**src/rtl/fifoctrl_pkg.sv**
```systemverilog
// Shared defaults for the single-clock FIFO pointer/flag controller.
// Holds the address-width and threshold defaults, the error-counter width and a saturating increment helper.
package fifoctrl_pkg;

  localparam int ADDRBIT_DEF   = 5;
  localparam int DEPTH_DEF     = 2 ** ADDRBIT_DEF;
  localparam int AFULL_TH_DEF  = DEPTH_DEF - 2;
  localparam int AEMPTY_TH_DEF = 2;
  localparam int ERRCNT_W      = 8;

  // Counter increment that holds at all-ones instead of wrapping.
  function automatic logic [ERRCNT_W-1:0] sat_inc(input logic [ERRCNT_W-1:0] v);
    logic [ERRCNT_W-1:0] r;
    if (v == {ERRCNT_W{1'b1}}) begin
      r = v;
    end else begin
      r = v + {{(ERRCNT_W-1){1'b0}}, 1'b1};
    end
    return r;
  endfunction

endpackage

```
**src/rtl/fifo_ptr.sv**
```systemverilog
// Wrap-bit FIFO pointer: ADDRBIT address bits plus one wrap bit.
// Increments on inc, clears on flush; ptr_next is exported so flags can be computed from it.
module fifo_ptr
  import fifoctrl_pkg::*;
#(
  parameter int ADDRBIT = ADDRBIT_DEF
) (
  input  logic             clk,
  input  logic             rst_n,
  input  logic             flush,
  input  logic             inc,
  output logic [ADDRBIT:0] ptr,
  output logic [ADDRBIT:0] ptr_next
);

  logic [ADDRBIT:0] ptr_r;
  logic [ADDRBIT:0] ptr_next_s;

  // Next pointer: flush wins, otherwise natural binary increment carries into the wrap bit.
  always_comb begin
    ptr_next_s = ptr_r;
    if (flush) begin
      ptr_next_s = {(ADDRBIT+1){1'b0}};
    end else if (inc) begin
      ptr_next_s = ptr_r + {{ADDRBIT{1'b0}}, 1'b1};
    end else begin
      ptr_next_s = ptr_r;
    end
  end

  // Pointer register.
  always_ff @(posedge clk or negedge rst_n) begin
    if (!rst_n) begin
      ptr_r <= {(ADDRBIT+1){1'b0}};
    end else begin
      ptr_r <= ptr_next_s;
    end
  end

  assign ptr      = ptr_r;
  assign ptr_next = ptr_next_s;

endmodule

```
**src/rtl/fifoctrl_sync.sv**
```systemverilog
// Single-clock FIFO pointer/flag controller driving an external dual-port RAM (all 2**ADDRBIT slots usable).
// Define FIFOCTRL_ERRCNT_EN to add saturating rejected-push/pop counters ovf_cnt/udf_cnt.
module fifoctrl_sync
  import fifoctrl_pkg::*;
#(
  parameter int ADDRBIT   = ADDRBIT_DEF,
  parameter int AFULL_TH  = 2 ** ADDRBIT - 2,
  parameter int AEMPTY_TH = AEMPTY_TH_DEF
) (
  input  logic               clk,
  input  logic               rst_n,
  input  logic               flush,
  input  logic               fifowr,
  input  logic               fiford,
  output logic               write,
  output logic [ADDRBIT-1:0] wraddr,
  output logic               read,
  output logic [ADDRBIT-1:0] rdaddr,
  output logic               fifofull,
  output logic               empty,
  output logic               almost_full,
  output logic               almost_empty,
  output logic [ADDRBIT:0]   fifolen,
`ifdef FIFOCTRL_ERRCNT_EN
  output logic [ERRCNT_W-1:0] ovf_cnt,
  output logic [ERRCNT_W-1:0] udf_cnt,
`endif
  output logic               overflow,
  output logic               underflow
);

  localparam logic [ADDRBIT:0] AFULL_TH_C  = AFULL_TH[ADDRBIT:0];
  localparam logic [ADDRBIT:0] AEMPTY_TH_C = AEMPTY_TH[ADDRBIT:0];

  logic             write_s;
  logic             read_s;
  logic [ADDRBIT:0] wptr_s;
  logic [ADDRBIT:0] wptr_next_s;
  logic [ADDRBIT:0] rptr_s;
  logic [ADDRBIT:0] rptr_next_s;
  logic             full_next_s;
  logic             empty_next_s;
  logic [ADDRBIT:0] len_next_s;
  logic             afull_next_s;
  logic             aempty_next_s;

  logic             full_r;
  logic             empty_r;
  logic             afull_r;
  logic             aempty_r;
  logic [ADDRBIT:0] len_r;
  logic             ovf_r;
  logic             udf_r;

  assign write_s = fifowr & ~full_r;
  assign read_s  = fiford & ~empty_r;

  fifo_ptr #(.ADDRBIT(ADDRBIT)) u_wptr (
    .clk      (clk),
    .rst_n    (rst_n),
    .flush    (flush),
    .inc      (write_s),
    .ptr      (wptr_s),
    .ptr_next (wptr_next_s)
  );

  fifo_ptr #(.ADDRBIT(ADDRBIT)) u_rptr (
    .clk      (clk),
    .rst_n    (rst_n),
    .flush    (flush),
    .inc      (read_s),
    .ptr      (rptr_s),
    .ptr_next (rptr_next_s)
  );

  // Flag and occupancy look-ahead from the next-state pointers.
  always_comb begin
    len_next_s    = wptr_next_s - rptr_next_s;
    empty_next_s  = (wptr_next_s == rptr_next_s);
    full_next_s   = (wptr_next_s[ADDRBIT] != rptr_next_s[ADDRBIT]) &&
                    (wptr_next_s[ADDRBIT-1:0] == rptr_next_s[ADDRBIT-1:0]);
    afull_next_s  = (len_next_s >= AFULL_TH_C);
    aempty_next_s = (len_next_s <= AEMPTY_TH_C);
  end

  // Registered status flags and occupancy.
  always_ff @(posedge clk or negedge rst_n) begin
    if (!rst_n) begin
      full_r   <= 1'b0;
      empty_r  <= 1'b1;
      afull_r  <= 1'b0;
      aempty_r <= 1'b1;
      len_r    <= {(ADDRBIT+1){1'b0}};
    end else if (flush) begin
      full_r   <= 1'b0;
      empty_r  <= 1'b1;
      afull_r  <= 1'b0;
      aempty_r <= 1'b1;
      len_r    <= {(ADDRBIT+1){1'b0}};
    end else begin
      full_r   <= full_next_s;
      empty_r  <= empty_next_s;
      afull_r  <= afull_next_s;
      aempty_r <= aempty_next_s;
      len_r    <= len_next_s;
    end
  end

  // Sticky error flags: a request arriving while the FIFO cannot honour it.
  always_ff @(posedge clk or negedge rst_n) begin
    if (!rst_n) begin
      ovf_r <= 1'b0;
      udf_r <= 1'b0;
    end else if (flush) begin
      ovf_r <= 1'b0;
      udf_r <= 1'b0;
    end else begin
      ovf_r <= ovf_r | (fifowr & full_r);
      udf_r <= udf_r | (fiford & empty_r);
    end
  end

`ifdef FIFOCTRL_ERRCNT_EN
  logic [ERRCNT_W-1:0] ovf_cnt_r;
  logic [ERRCNT_W-1:0] udf_cnt_r;

  // Saturating counts of rejected pushes and pops.
  always_ff @(posedge clk or negedge rst_n) begin
    if (!rst_n) begin
      ovf_cnt_r <= {ERRCNT_W{1'b0}};
      udf_cnt_r <= {ERRCNT_W{1'b0}};
    end else if (flush) begin
      ovf_cnt_r <= {ERRCNT_W{1'b0}};
      udf_cnt_r <= {ERRCNT_W{1'b0}};
    end else begin
      ovf_cnt_r <= (fifowr & full_r)  ? sat_inc(ovf_cnt_r) : ovf_cnt_r;
      udf_cnt_r <= (fiford & empty_r) ? sat_inc(udf_cnt_r) : udf_cnt_r;
    end
  end

  assign ovf_cnt = ovf_cnt_r;
  assign udf_cnt = udf_cnt_r;
`endif

  assign write        = write_s;
  assign read         = read_s;
  assign wraddr       = wptr_s[ADDRBIT-1:0];
  assign rdaddr       = rptr_s[ADDRBIT-1:0];
  assign fifofull     = full_r;
  assign empty        = empty_r;
  assign almost_full  = afull_r;
  assign almost_empty = aempty_r;
  assign fifolen      = len_r;
  assign overflow     = ovf_r;
  assign underflow    = udf_r;

endmodule

```
**config.mk**
```make
export PLATFORM = sky130hd
export DESIGN_NAME = fifoctrl_sync
export DESIGN_NICKNAME = d
export VERILOG_FILES = /design/src/rtl/fifoctrl_pkg.sv /design/src/rtl/fifo_ptr.sv /design/src/rtl/fifoctrl_sync.sv
export SDC_FILE = /design/constraint.sdc
export NUM_CORES = 1
export LEC_CHECK = 0
export BUFFER_PORTS_ARGS = -buffer_cell sky130_fd_sc_hd__clkbuf_2
export CAP_MARGIN = 20
export CORE_ASPECT_RATIO = 0.6
export CORE_MARGIN = 2
export CORE_UTILIZATION = 35
export DETAILED_ROUTE_END_ITERATION = 6
export SLEW_MARGIN = 15
export SYNTH_ARGS = -nofsm -noshare
export SYNTH_HDL_FRONTEND = slang
export SYNTH_SLANG_ARGS = --single-unit
```
**constraint.sdc**
```tcl
create_clock -name clk -period 2.8 [get_ports clk]
set_input_delay 0.28 -clock clk [delete_from_list [all_inputs] [get_ports clk]]
set_output_delay 0.28 -clock clk [all_outputs]
set_load 0.05 [all_outputs]
```
; After elaboration in Yosys (flattened, before gate mapping)
; Cells that the tools add are included.
[op_classes]
addsub = 3
magnitude_cmp = 2
eq_ne = 3
muxes = 11
n_bitwise = 8
n_reduce_logical = 1
[ops]
columns = cell, n
row1 = $mux 6, 5
row2 = $add 6x1->6 const B, 2
row3 = $eq 6x6->1, 1
row4 = $ge 6x5->1 const B, 1
row5 = $le 6x2->1 const B, 1
row6 = $mux 1, 6
row7 = $sub 6x6->6, 1
row8 = $eq 5x5->1, 1
row9 = $and 1x1->1, 4
row10 = $not 1->1, 2
row11 = $or 1x1->1, 2
row12 = $logic_and 1x1->1, 1
row13 = $ne 1x1->1, 1
[word_totals]
regBits = 24
out_inout_bits = 24

; Logic depth before layout (Yosys ltp)
; Gate-level depths: netlist of run 1.
[depth]
depth_word = 7
ltp_mapped = 11
mapped_depth_nobuf = 10

; Modules after synthesis
; A second synthesis of run 1 with hierarchy kept.
[unflattened]
hier_cells = 104
area_unflattened_um2 = 1181.1
[by_module_without_submodules]
columns = module, instances, cells_each, area_each_um2, seq_area_each_um2
row1 = fifoctrl_sync, 1, 56, 643.1, 302.8
row2 = fifo_ptr, 2, 24, 269.0, 150.1

; Worst setup path after synthesis of run 1
; OpenSTA, ideal clock, no wires.
[synth_path]
path_type = register to register
startpoint = reg empty_r (netlist: empty)
endpoint = reg aempty_r (netlist: almost_empty)
setup_ps = 79
arrival_time_ps = 2530
required_time_ps = 2721
setup_slack_ps = 191
path_stages_with_launch = 12
synth_period_minus_slack_ps = 2609
cell_sequence = dfstp_2 nor2b_4 buf_6 nand2_1 xor2_1 or2_2 ha_1 o21ai_0 a21oi_1 o22ai_1 xor3_2 a41o_1
[synth_via]
elab_chain_len = 7
[synth_rtl]
columns = item, line_no
row1 = "start, declared", fifoctrl_sync.sv:48  ; logic empty_r;
row2 = "start signal, assigned", fifoctrl_sync.sv:102  ; empty_r <= empty_next_s;
row3 = $not 1->1, fifoctrl_sync.sv:56  ; assign read_s = fiford & ~empty_r;
row4 = $and 1x1->1, fifoctrl_sync.sv:56
row5 = named net read, fifoctrl_sync.sv:17  ; output logic read,
row6 = $mux 6, fifo_ptr.sv:24  ; end else if (inc) begin
row7 = $mux 6, fifo_ptr.sv:22  ; if (flush) begin
row8 = $sub 6x6->6, fifoctrl_sync.sv:78  ; len_next_s = wptr_next_s - rptr_next_s;
row9 = $le 6x2->1, fifoctrl_sync.sv:83  ; aempty_next_s = (len_next_s <= AEMPTY_TH_C);
row10 = $mux 1, fifoctrl_sync.sv:94  ; end else if (flush) begin
row11 = "end signal, assigned", fifoctrl_sync.sv:104  ; aempty_r <= aempty_next_s;
row12 = "end, declared", fifoctrl_sync.sv:50  ; logic aempty_r;
; The timed path passes the listed nets, and every way through them passes these cells.

; Worst setup path in the final report of run 1
[layout_path]
startpoint = reg u_rptr.ptr_r[0] (netlist: u_rptr.ptr[0])
endpoint = reg aempty_r (netlist: almost_empty)
[layout_via]
elab_chain_len = 6
[layout_rtl]
columns = item, line_no
row1 = "start, declared", fifo_ptr.sv:16  ; logic [ADDRBIT:0] ptr_r;
row2 = "start signal, assigned", fifo_ptr.sv:34  ; ptr_r <= {(ADDRBIT+1){1'b0}};
row3 = "start signal, assigned", fifo_ptr.sv:36  ; ptr_r <= ptr_next_s;
row4 = $add 6x1->6, fifo_ptr.sv:25  ; ptr_next_s = ptr_r + {{ADDRBIT{1'b0}}, 1'b1};
row5 = $mux 6 *, fifo_ptr.sv:24
row6 = $mux 6 *, fifo_ptr.sv:22
row7 = $sub 6x6->6 *, fifoctrl_sync.sv:78
row8 = $le 6x2->1 *, fifoctrl_sync.sv:83
row9 = $mux 1 *, fifoctrl_sync.sv:94
; Every way passes the cells marked *; elsewhere a longest branch is shown, timed or not.

==> results of run 1 <==
==> power groups by stage <==
| stage | registers (mW) | clock network, mW | logic (mW) |
|---|---|---|---|
| after floorplan | 0.449 | 0 | 0.106 |
| after global placement | 0.391 | 0 | 0.207 |
| after detailed placement | 0.393 | 0 | 0.208 |
| after CTS | 0.386 | 0.313 | 0.209 |
| after global routing | 0.389 | 0.332 | 0.225 |
| final | 0.385 | 0.304 | 0.207 |
==> routing by layer <==
metal  GRT usage (%)  vias to the layer above  share of wire, %  wire [um]
li1                -                      438                 -          -
met1           18.42                      431                51       1271
met2           19.09                       19                41       1023
met3           4.921                        2               6.7        166
met4           4.570                        0              0.65         16
met5               0                        -                 0          0
==> metrics by stage <==
stage | total power, mW | setup slack, ns | utilization [%] | hold WS, ns
final | 0.8972 | 0.2346 | 41.24 | -0.004011
after global routing | 0.9457 | 0.05673 | 41.24 | 0.02629
after CTS | 0.9084 | 0.2417 | 41.24 | 0.009459
after detailed placement | 0.6009 | 0.2387 | 39.30 | 0.3099
after global placement | 0.5979 | 0.2780 | 39.30 | 0.3074
after floorplan | 0.5548 | 0.1908 | - | -0.01559
==> state kept, by name, indices dropped and copies added, names as in the netlist <==
signal and cells:
fifofull 1, u_wptr.ptr 6, almost_full 1, almost_empty 1
underflow 1, u_rptr.ptr 6, fifolen 6, overflow 1
empty 1
==> kinds of logic after synthesis <==
group                      after synthesis  share of synthesized area [%]
and+or+nand+nor                         41                          17.37
DFF                                     24                          45.51
buffers and inverters                   21                          9.632
xor gates and xnor gates                14                          11.05
AOI/OAI and AO/OA                       12                          5.666
adders and majority gates                8                          8.121
muxes                                    3                          2.644
==> worst max-delay path: stages, from the launching register on <==
cell and delay (ns):
dfrtp_1 0.43, ha_1 0.20, nand2_1 0.07, xor2_1 0.14, or2_2 0.30, ha_1 0.37, o21ai_0 0.17, a21oi_1 0.07
o22ai_1 0.19, xor3_2 0.31, a41o_1 0.25
==> path summary, 6_finish.rpt <==
check	startpoint	depth (start not counted)	endpoint
setup reg to reg	u_rptr.ptr[0]	10	almost_empty
min in group clk	fiford	3	underflow
hold reg to reg	underflow	2	underflow
setup / recovery	u_rptr.ptr[0]	10	almost_empty
max in group asynchronous	rst_n	1	u_wptr.ptr[5]
hold / removal	rst_n	1	almost_full
==> cell type report <==
type / instances / area (sq um) / area share (%)
clock buffers: 3 / 41.29 / 2.736
clock inverters: 1 / 30.03 / 1.990
inverters: 7 / 26.28 / 1.741
multi-input cells: 78 / 594.3 / 39.39
flip-flops and latches: 24 / 603.1 / 39.97
well taps: 47 / 58.81 / 3.897
repair buffers: 30 / 155.1 / 10.28
==> placed cells by master (no fill, tap or decap), drive strengths merged, types with 5 or more instances in the layout <==
| master | n |
|---|---|
| a21oi | 6 |
| xnor2 | 5 |
| inv | 7 |
| nor2b | 5 |
| or2 | 6 |
| xor2 | 8 |
| dfrtp | 22 |
| clkbuf | 31 |
| nor2 | 15 |
| ha | 7 |
==> reports/results.tsv, run 1 <==
metric	value	unit
count leader, synth	dfrtp_1	
path type of the worst setup path	reg -> reg	
setup TNS	0	ns
hold_ws	-0.004011	ns
Int Pwr	619.7	uW
DRT iter0 DRCs	29	
Via Count	890	
Post-synth EDFFs	0	
Residual DRC	0	
IO Port Bufs	28	
Synth top cells by count	dfrtp_1 (22), nor2_1 (15), buf_4 (11), xor2_1 (8)	
RSZ-0062 raised after global routing	no	
Crit. End Element	flop	
sequential-to-total area share from yosys stat	45.51	%
vias in the first global route	928	
CP required	3.00	ns
# resized after CTS	0	
status	finished, violations left	
# rows	17	
Mapped Area	0.001325	sq mm
drt total wl	2.478	mm
worst reg-to-reg setup slack	0.23	ns
top-area cell type share of the netlist area	41.55	%
Worst-Skew Late Latency	0.27	ns
CTS tree	built	
hpwl dp	1.943	mm
Root Buffer	clkbuf_8	
Syn Inst Count	123	
Synth Area per Inst	10.77	sq um
Num CTS Buffers	3	
Gate power share	23.1	%
CP startpoint kind	flop	
Area Growth Syn to Fin	13.88	%
Final nets	157	
Final setup viols	0	
period utilisation layout	91.62	%
Sink Count	24	
peak supply drop	0.0002505	V
I/O Pins	29	
max cap viols	0	
Vias/cell	4.684	
fmax	0.3898	GHz
first-pass GRT wire length	4.367	mm
Fillers	365	
H-tree Lvls	1	
hold crit path type	in -> async	
Leak	0.7898	nW
clock slew at reported path FFs	0.09	ns
failing checks	negative hold slack	
drt pass-1 iters	6	
NetSw	277.5	uW
PD cells	594.6	mW/mm^2
CP Max Fanout	5	
initial antenna violation count	0	
largest net degree at the start of global routing	25	
Core ar.	0.003659	sq mm
post-synth top area cell	dfrtp_1	
unique cell type count in the Yosys netlist	36	
non-filler instance count after layout	190	
final hold violations	5	
post-route ant nets	0	
net count after synthesis	136	
WL/cell	13.04	um
ANT cells	0	
register bit total from synthesis	24	
DIE WIDTH	83.44	um
die area	0.004310	sq mm
Worst Path Arrival	2.77	ns
Rel. slew slack	60.30	%
Net Sw Frac	30.93	%
ys flop type	dfrtp_1	
routability cong.	0.7367	
power share of the sequential group	43.0	%
Syn. warnings	0	
Placement Cell Area	0.001438	sq mm
Clock Path Buffers	2	
post-CTS setup buffers	0	
initial core utilization	36.22	%
top post-synthesis cells by area	dfrtp_1 (42%), ha_1 (6.6%), buf_4 (6.2%)	
Tmin final	2.565	ns
Total Routing Usage GR	13.25	%
cts hold-fix bufs	0	
Die H	51.66	um
Pins Over Slew Limit	0	
Slew @ Worst Pin	0.5955	ns
total congestion overflow	0	
placed insts	186	
ys async rst share	100.0	%
Clk network pwr share	33.9	%
share of cells above drive strength 1	34.27	%
final instance area	0.001509	sq mm
Setup Skew	0.006204	ns
(Power assumes the default switching activity.)
==> run 2: changes to the inputs <==
- CORE_ASPECT_RATIO: 0.6 -> unset
- SKIP_CTS_REPAIR_TIMING: unset -> 1
==> run 2 against run 1 <==
Net effect: the run still ends with negative hold slack left; clock-buffer cell count increased by 1; register-to-register slack improved by 0.05 ns; clock skew decreased by 0.0014 ns; critical endpoint unchanged; largest cell class unchanged; utilization decreased by 0.64 points; cell count unchanged.
==> reports/results.tsv, run 2 (synthesized netlist as in run 1, its figures left out) <==
metric	value	unit	change
status	finished, violations left		unchanged
failing checks	negative hold slack		unchanged
Setup Skew	0.004844	ns	was 0.006204 ns
CP startpoint kind	flop		unchanged
placed insts	186		unchanged
H-tree Lvls	1		unchanged
Crit. End Element	flop		unchanged
CP required	3.00	ns	about the same
NetSw	273.5	uW	was 277.5 uW
die area	0.004294	sq mm	was 0.004310 sq mm
non-filler instance count after layout	190		unchanged
RSZ-0062 raised after global routing	no		unchanged
Int Pwr	553.4	uW	was 619.7 uW
IO Port Bufs	28		unchanged
Area Growth Syn to Fin	12.18	%	was 13.88%
# rows	22		was 17
hold_ws	-0.003790	ns	was -0.004011 ns
ANT cells	0		unchanged
setup TNS	0	ns	unchanged
drt pass-1 iters	4		was 6
Pins Over Slew Limit	0		unchanged
Die H	65.53	um	was 51.66 um
Worst-Skew Late Latency	0.27	ns	about the same
Clock Path Buffers	2		unchanged
Core ar.	0.003661	sq mm	was 0.003659 sq mm
commonest non-fill, non-tap cells in the layout	clkbuf_2 (28), dfrtp_1 (22), nor2_1 (15)		unchanged
Total Power	827.0	uW	was 897.2 uW
Clk network pwr share	28.7	%	was 33.9%
CP Max Fanout	5		unchanged
I/O Pins	29		unchanged
hold crit path type	in -> async		unchanged
PD cells	556.3	mW/mm^2	was 594.6 mW/mm^2
Via Count	880		was 890
path type of the worst setup path	reg -> reg		unchanged
period utilisation layout	89.72	%	was 91.62%
total congestion overflow	0		unchanged
Finished Core Util	40.60	%	was 41.24%
power share of the sequential group	46.7	%	was 43.0%
fmax	0.3981	GHz	was 0.3898 GHz
final hold violations	6		was 5
clock slew at reported path FFs	0.09	ns	about the same
vias in the first global route	890		was 928
drt total wl	2.484	mm	was 2.478 mm
initial antenna violation count	0		unchanged
Num CTS Buffers	3		unchanged
DIE WIDTH	65.53	um	was 83.44 um
hpwl dp	1.829	mm	was 1.943 mm
Worst Path Arrival	2.72	ns	was 2.77 ns
Residual DRC	0		unchanged
Sink Count	24		unchanged
post-route ant nets	0		unchanged
first-pass GRT wire length	4.271	mm	was 4.367 mm
Vias/cell	4.632		was 4.684
WL/cell	13.07	um	was 13.04 um
Gate power share	24.7	%	was 23.1%
peak supply drop	0.0004093	V	was 0.0002505 V
Net Sw Frac	33.08	%	was 30.93%
Leak	0.7781	nW	was 0.7898 nW
Final setup viols	0		unchanged
commonest non-fill, non-tap cell in the layout	clkbuf_2		unchanged
Tmin final	2.512	ns	was 2.565 ns
share of cells above drive strength 1	33.80	%	was 34.27%
Total Routing Usage GR	12.96	%	was 13.25%
DRT iter0 DRCs	20		was 29
CTS tree	built		unchanged
routability cong.	0.7545		was 0.7367
Slew @ Worst Pin	0.5922	ns	was 0.5955 ns
Root Buffer	clkbuf_8		unchanged
initial core utilization	36.19	%	was 36.22%
Rel. slew slack	60.52	%	was 60.30%
largest net degree at the start of global routing	25		unchanged
max cap viols	0		unchanged
Final nets	156		was 157
-- run 2: final timing paths --
kind                               start            end  slack, ns  cells past startpoint
setup / recovery           u_rptr.ptr[0]   almost_empty       0.29                     10
hold / removal                     rst_n      underflow     -0.004                      1
setup reg to reg           u_rptr.ptr[0]   almost_empty       0.29                     10
hold reg to reg                underflow      underflow       0.52                      2
max in group asynchronous          rst_n  u_wptr.ptr[1]       2.41                      1
min in group clk                  fifowr       overflow       0.27                      3
-- run 2: through the flow --
step                cell area (sq um)  setup WS [ns]
finish                           1486         0.2878
floorplan                        1325         0.1908
global route                     1486         0.1221
CTS                              1486         0.2914
detailed placement               1431         0.2861
global placement                 1431         0.3126
-- run 2: worst max-delay path: stages (launching register included) --
cell and delay [ns]:
dfrtp_1 0.45, ha_1 0.21, nand2_1 0.07, xor2_1 0.14, or2_2 0.30, ha_1 0.36
o21ai_0 0.16, a21oi_1 0.06, o22ai_1 0.14, xor3_2 0.32, a41o_1 0.24
-- run 2: power by group through the flow --
stage | clock (mW) | combinational (mW) | sequential [mW]
after global routing | 0.260 | 0.221 | 0.389
after global placement | 0 | 0.203 | 0.391
after detailed placement | 0 | 0.205 | 0.392
after floorplan | 0 | 0.106 | 0.449
final | 0.237 | 0.204 | 0.386
after CTS | 0.246 | 0.206 | 0.386
-- run 2: final cells by class --
class | count | area [sq um]
Fill cell | 359 | 2175
Sequential cell | 24 | 603.1
Multi-Input combinational cell | 78 | 594.3
Timing Repair Buffer | 29 | 147.6
Tap cell | 48 | 60.06
Clock buffer | 4 | 55.05
Inverter | 7 | 26.28
-- run 2: metal layers --
layer	vias to the layer above	GRT usage [%]	routed length (um)
met4	0	1.563	9
li1	435	-	-
met5	-	0	0
met3	2	4.281	155
met2	25	20.28	1137
met1	418	18.00	1182
==> run 3: changes to the inputs <==
- ABC_AREA: unset -> 1
- SLEW_MARGIN: 15 -> 20
==> run 3 against run 2 <==
Net effect: the flow still finishes with violations (negative hold slack); die area grew 7.0%; global-route usage grew 0.68 points; area after synthesis is 7.5% higher; worst hold slack improved by 0.0017 ns; via count is 22% higher; maximum frequency down 2.1%; sequential power is essentially flat; register-to-register slack got worse by 0.05 ns; critical path type unchanged; highest routed layer unchanged.
==> reports/results.tsv, run 3 <==
metric	value	unit	change
ys flop type	dfrtp_1		unchanged
CP required	3.01	ns	was 3.00 ns
Area Growth Syn to Fin	13.88	%	was 12.18%
failing checks	negative hold slack		unchanged
DRT iter0 DRCs	22		was 20
H-tree Lvls	1		unchanged
period utilisation layout	91.65	%	was 89.72%
Rel. slew slack	60.71	%	was 60.52%
RSZ-0062 raised after global routing	no		unchanged
Via Count	1076		was 880
hold crit path type	in -> async		unchanged
commonest non-fill, non-tap cells in the layout	clkbuf_2 (28), inv_1 (26), dfrtp_1 (22)		was clkbuf_2 (28), dfrtp_1 (22), nor2_1 (15)
Vias/cell	4.502		was 4.632
ys async rst share	100.0	%	unchanged
Worst-Skew Late Latency	0.27	ns	about the same
net count after synthesis	181		was 136
path type of the worst setup path	reg -> reg		unchanged
PD cells	583.4	mW/mm^2	was 556.3 mW/mm^2
max incr delay on CP	0.56	ns	was 0.45 ns
sequential-to-total area share from yosys stat	42.36	%	was 45.51%
IO Port Bufs	28		unchanged
DIE WIDTH	67.78	um	was 65.53 um
CTS tree	built		unchanged
peak supply drop	0.0002019	V	was 0.0004093 V
Post-synth EDFFs	0		unchanged
most frequent CP cell	inv_1		was ha_1
worst-path cell chain	inv_1 -> nand2_2 -> inv_1 -> nand2_1 -> nor2_1 -> nor3_1 -> inv_1 -> ha_1 -> a21oi_1 -> o21ai_2 -> xnor2_1 -> or3_1 -> nand2_1		was ha_1 -> nand2_1 -> xor2_1 -> or2_2 -> ha_1 -> o21ai_0 -> a21oi_1 -> o22ai_1 -> xor3_2 -> a41o_1
drt pass-1 iters	4		unchanged
clock slew at reported path FFs	0.09	ns	about the same
worst path bufs/invs	3		was 0
Setup Skew	0.004800	ns	was 0.004844 ns
Final setup viols	0		unchanged
routability cong.	0.7280		was 0.7545
ANT cells	0		unchanged
Die H	67.78	um	was 65.53 um
Finished Core Util	40.83	%	was 40.60%
final hold violations	17		was 6
initial core utilization	35.85	%	was 36.19%
# rows	23		was 22
top-area cell type share of the netlist area	38.66	%	was 41.55%
unique cell type count in the Yosys netlist	28		was 36
vias in the first global route	1068		was 890
Root Buffer	clkbuf_8		unchanged
first-pass GRT wire length	4.761	mm	was 4.271 mm
post-route ant nets	0		unchanged
post-synth top area cell	dfrtp_1		unchanged
Leak	0.8291	nW	was 0.7781 nW
largest net degree at the start of global routing	25		unchanged
Syn. warnings	0		unchanged
WL/cell	11.37	um	was 13.07 um
status	finished, violations left		unchanged
setup TNS	0	ns	unchanged
Core ar.	0.003971	sq mm	was 0.003661 sq mm
fmax	0.3897	GHz	was 0.3981 GHz
Syn Inst Count	168		was 123
share of cells above drive strength 1	28.57	%	was 33.80%
Synth Area per Inst	8.475	sq um	was 10.77 sq um
hold_ws	-0.002057	ns	was -0.003790 ns
initial antenna violation count	0		unchanged
max cap viols	0		unchanged
commonest non-fill, non-tap cell in the layout	clkbuf_2		unchanged
CP Max Fanout	4		was 5
Slew @ Worst Pin	0.5894	ns	was 0.5922 ns
count leader, synth	inv_1		was dfrtp_1
top post-synthesis cells by area	dfrtp_1 (39%), inv_1 (6.9%), ha_1 (6.2%)		was dfrtp_1 (42%), ha_1 (6.6%), buf_4 (6.2%)
Pins Over Slew Limit	0		unchanged
hpwl dp	2.196	mm	was 1.829 mm
Total Routing Usage GR	13.65	%	was 12.96%
Tmin final	2.566	ns	was 2.512 ns
Mapped Area	0.001424	sq mm	was 0.001325 sq mm
Num CTS Buffers	3		unchanged
Synth top cells by count	inv_1 (26), dfrtp_1 (22), nand2_1 (21), nor2_1 (19), buf_4 (10)		was dfrtp_1 (22), nor2_1 (15), buf_4 (11), xor2_1 (8)
Sink Count	24		unchanged
Largest delay share family, worst path	simple AND/OR/NAND/NOR gates		was compound AO/OA/AOI/OAI gates
Clock Path Buffers	2		unchanged
I/O Pins	29		unchanged
Residual DRC	0		unchanged
CP startpoint kind	flop		unchanged
critical path's slowest cell	dfstp_2		was dfrtp_1
die area	0.004594	sq mm	was 0.004294 sq mm
drt total wl	2.718	mm	was 2.484 mm
Worst Path Arrival	2.78	ns	was 2.72 ns
Final nets	203		was 156
register bit total from synthesis	24		unchanged
total congestion overflow	0		unchanged
Crit. End Element	flop		unchanged
-- run 3: area by class of cell --
class                   instances  area, sq um
clock inverters                 1        30.03
clock buffers                   3        41.29
fillers                       414         2350
well taps                      50        62.56
repair buffers                 29        147.6
flip-flops and latches         24        603.1
inverters                      27        102.6
multi-input cells             105        634.4
-- run 3: worst paths after layout --
kind | start | to | slack [ns] | depth (start not counted)
setup / recovery | empty | almost_full | 0.23 | 13
hold / removal | rst_n | overflow | -0.002 | 1
setup reg to reg | empty | almost_full | 0.23 | 13
hold reg to reg | underflow | underflow | 0.51 | 2
max in group asynchronous | rst_n | u_wptr.ptr[1] | 2.42 | 1
min in group clk | flush | underflow | 0.27 | 2
-- run 3: per-stage QoR --
step	instance area, sq um	hold slack [ns]	total power, mW	worst slack [ns]	cells
2_1_floorplan	1424	-0.01559	0.6003	0.05457	168
3_3_place_gp	1550	0.3089	0.6516	0.2637	235
3_5_place_dp	1550	0.3177	0.6522	0.2777	235
4_1_cts	1622	0.02038	0.9610	0.2522	239
5_1_grt	1622	0.04409	0.9936	0.07890	239
6_report	1622	-0.002057	0.9460	0.2339	239
-- run 3: cells by family after synthesis --
family                     Yosys count  share of synthesized area (%)
AOI/OAI and AO/OA                   18                          7.294
xor gates and xnor gates             3                          1.846
adders and majority gates            8                          7.557
buffers and inverters               39                          13.09
DFF                                 24                          42.36
and+or+nand+nor                     76                          27.86
-- run 3: report_power, final --
| part | internal, mW | switching (mW) |
|---|---|---|
| Clock | 0.191 | 0.113 |
| Sequential | 0.375 | 0.0133 |
| Combinational | 0.0639 | 0.190 |
-- run 3: layer usage --
metal / vias to the layer above / part of all wire (%) / global-route usage, %
met4: 0 / 1.5 / 4.500
met1: 489 / 49 / 18.50
met5: - / 0 / 0
met2: 21 / 46 / 22.67
li1: 561 / - / -
met3: 5 / 3.5 / 1.500
-- run 3: worst register-to-register path: stages, from the launching register on --
cell and delay, ns:
dfstp_2 0.56, inv_1 0.05, nand2_2 0.10, inv_1 0.09
nand2_1 0.11, nor2_1 0.05, nor3_1 0.22, inv_1 0.08
ha_1 0.37, a21oi_1 0.24, o21ai_2 0.09, xnor2_1 0.16
or3_1 0.32, nand2_1 0.07
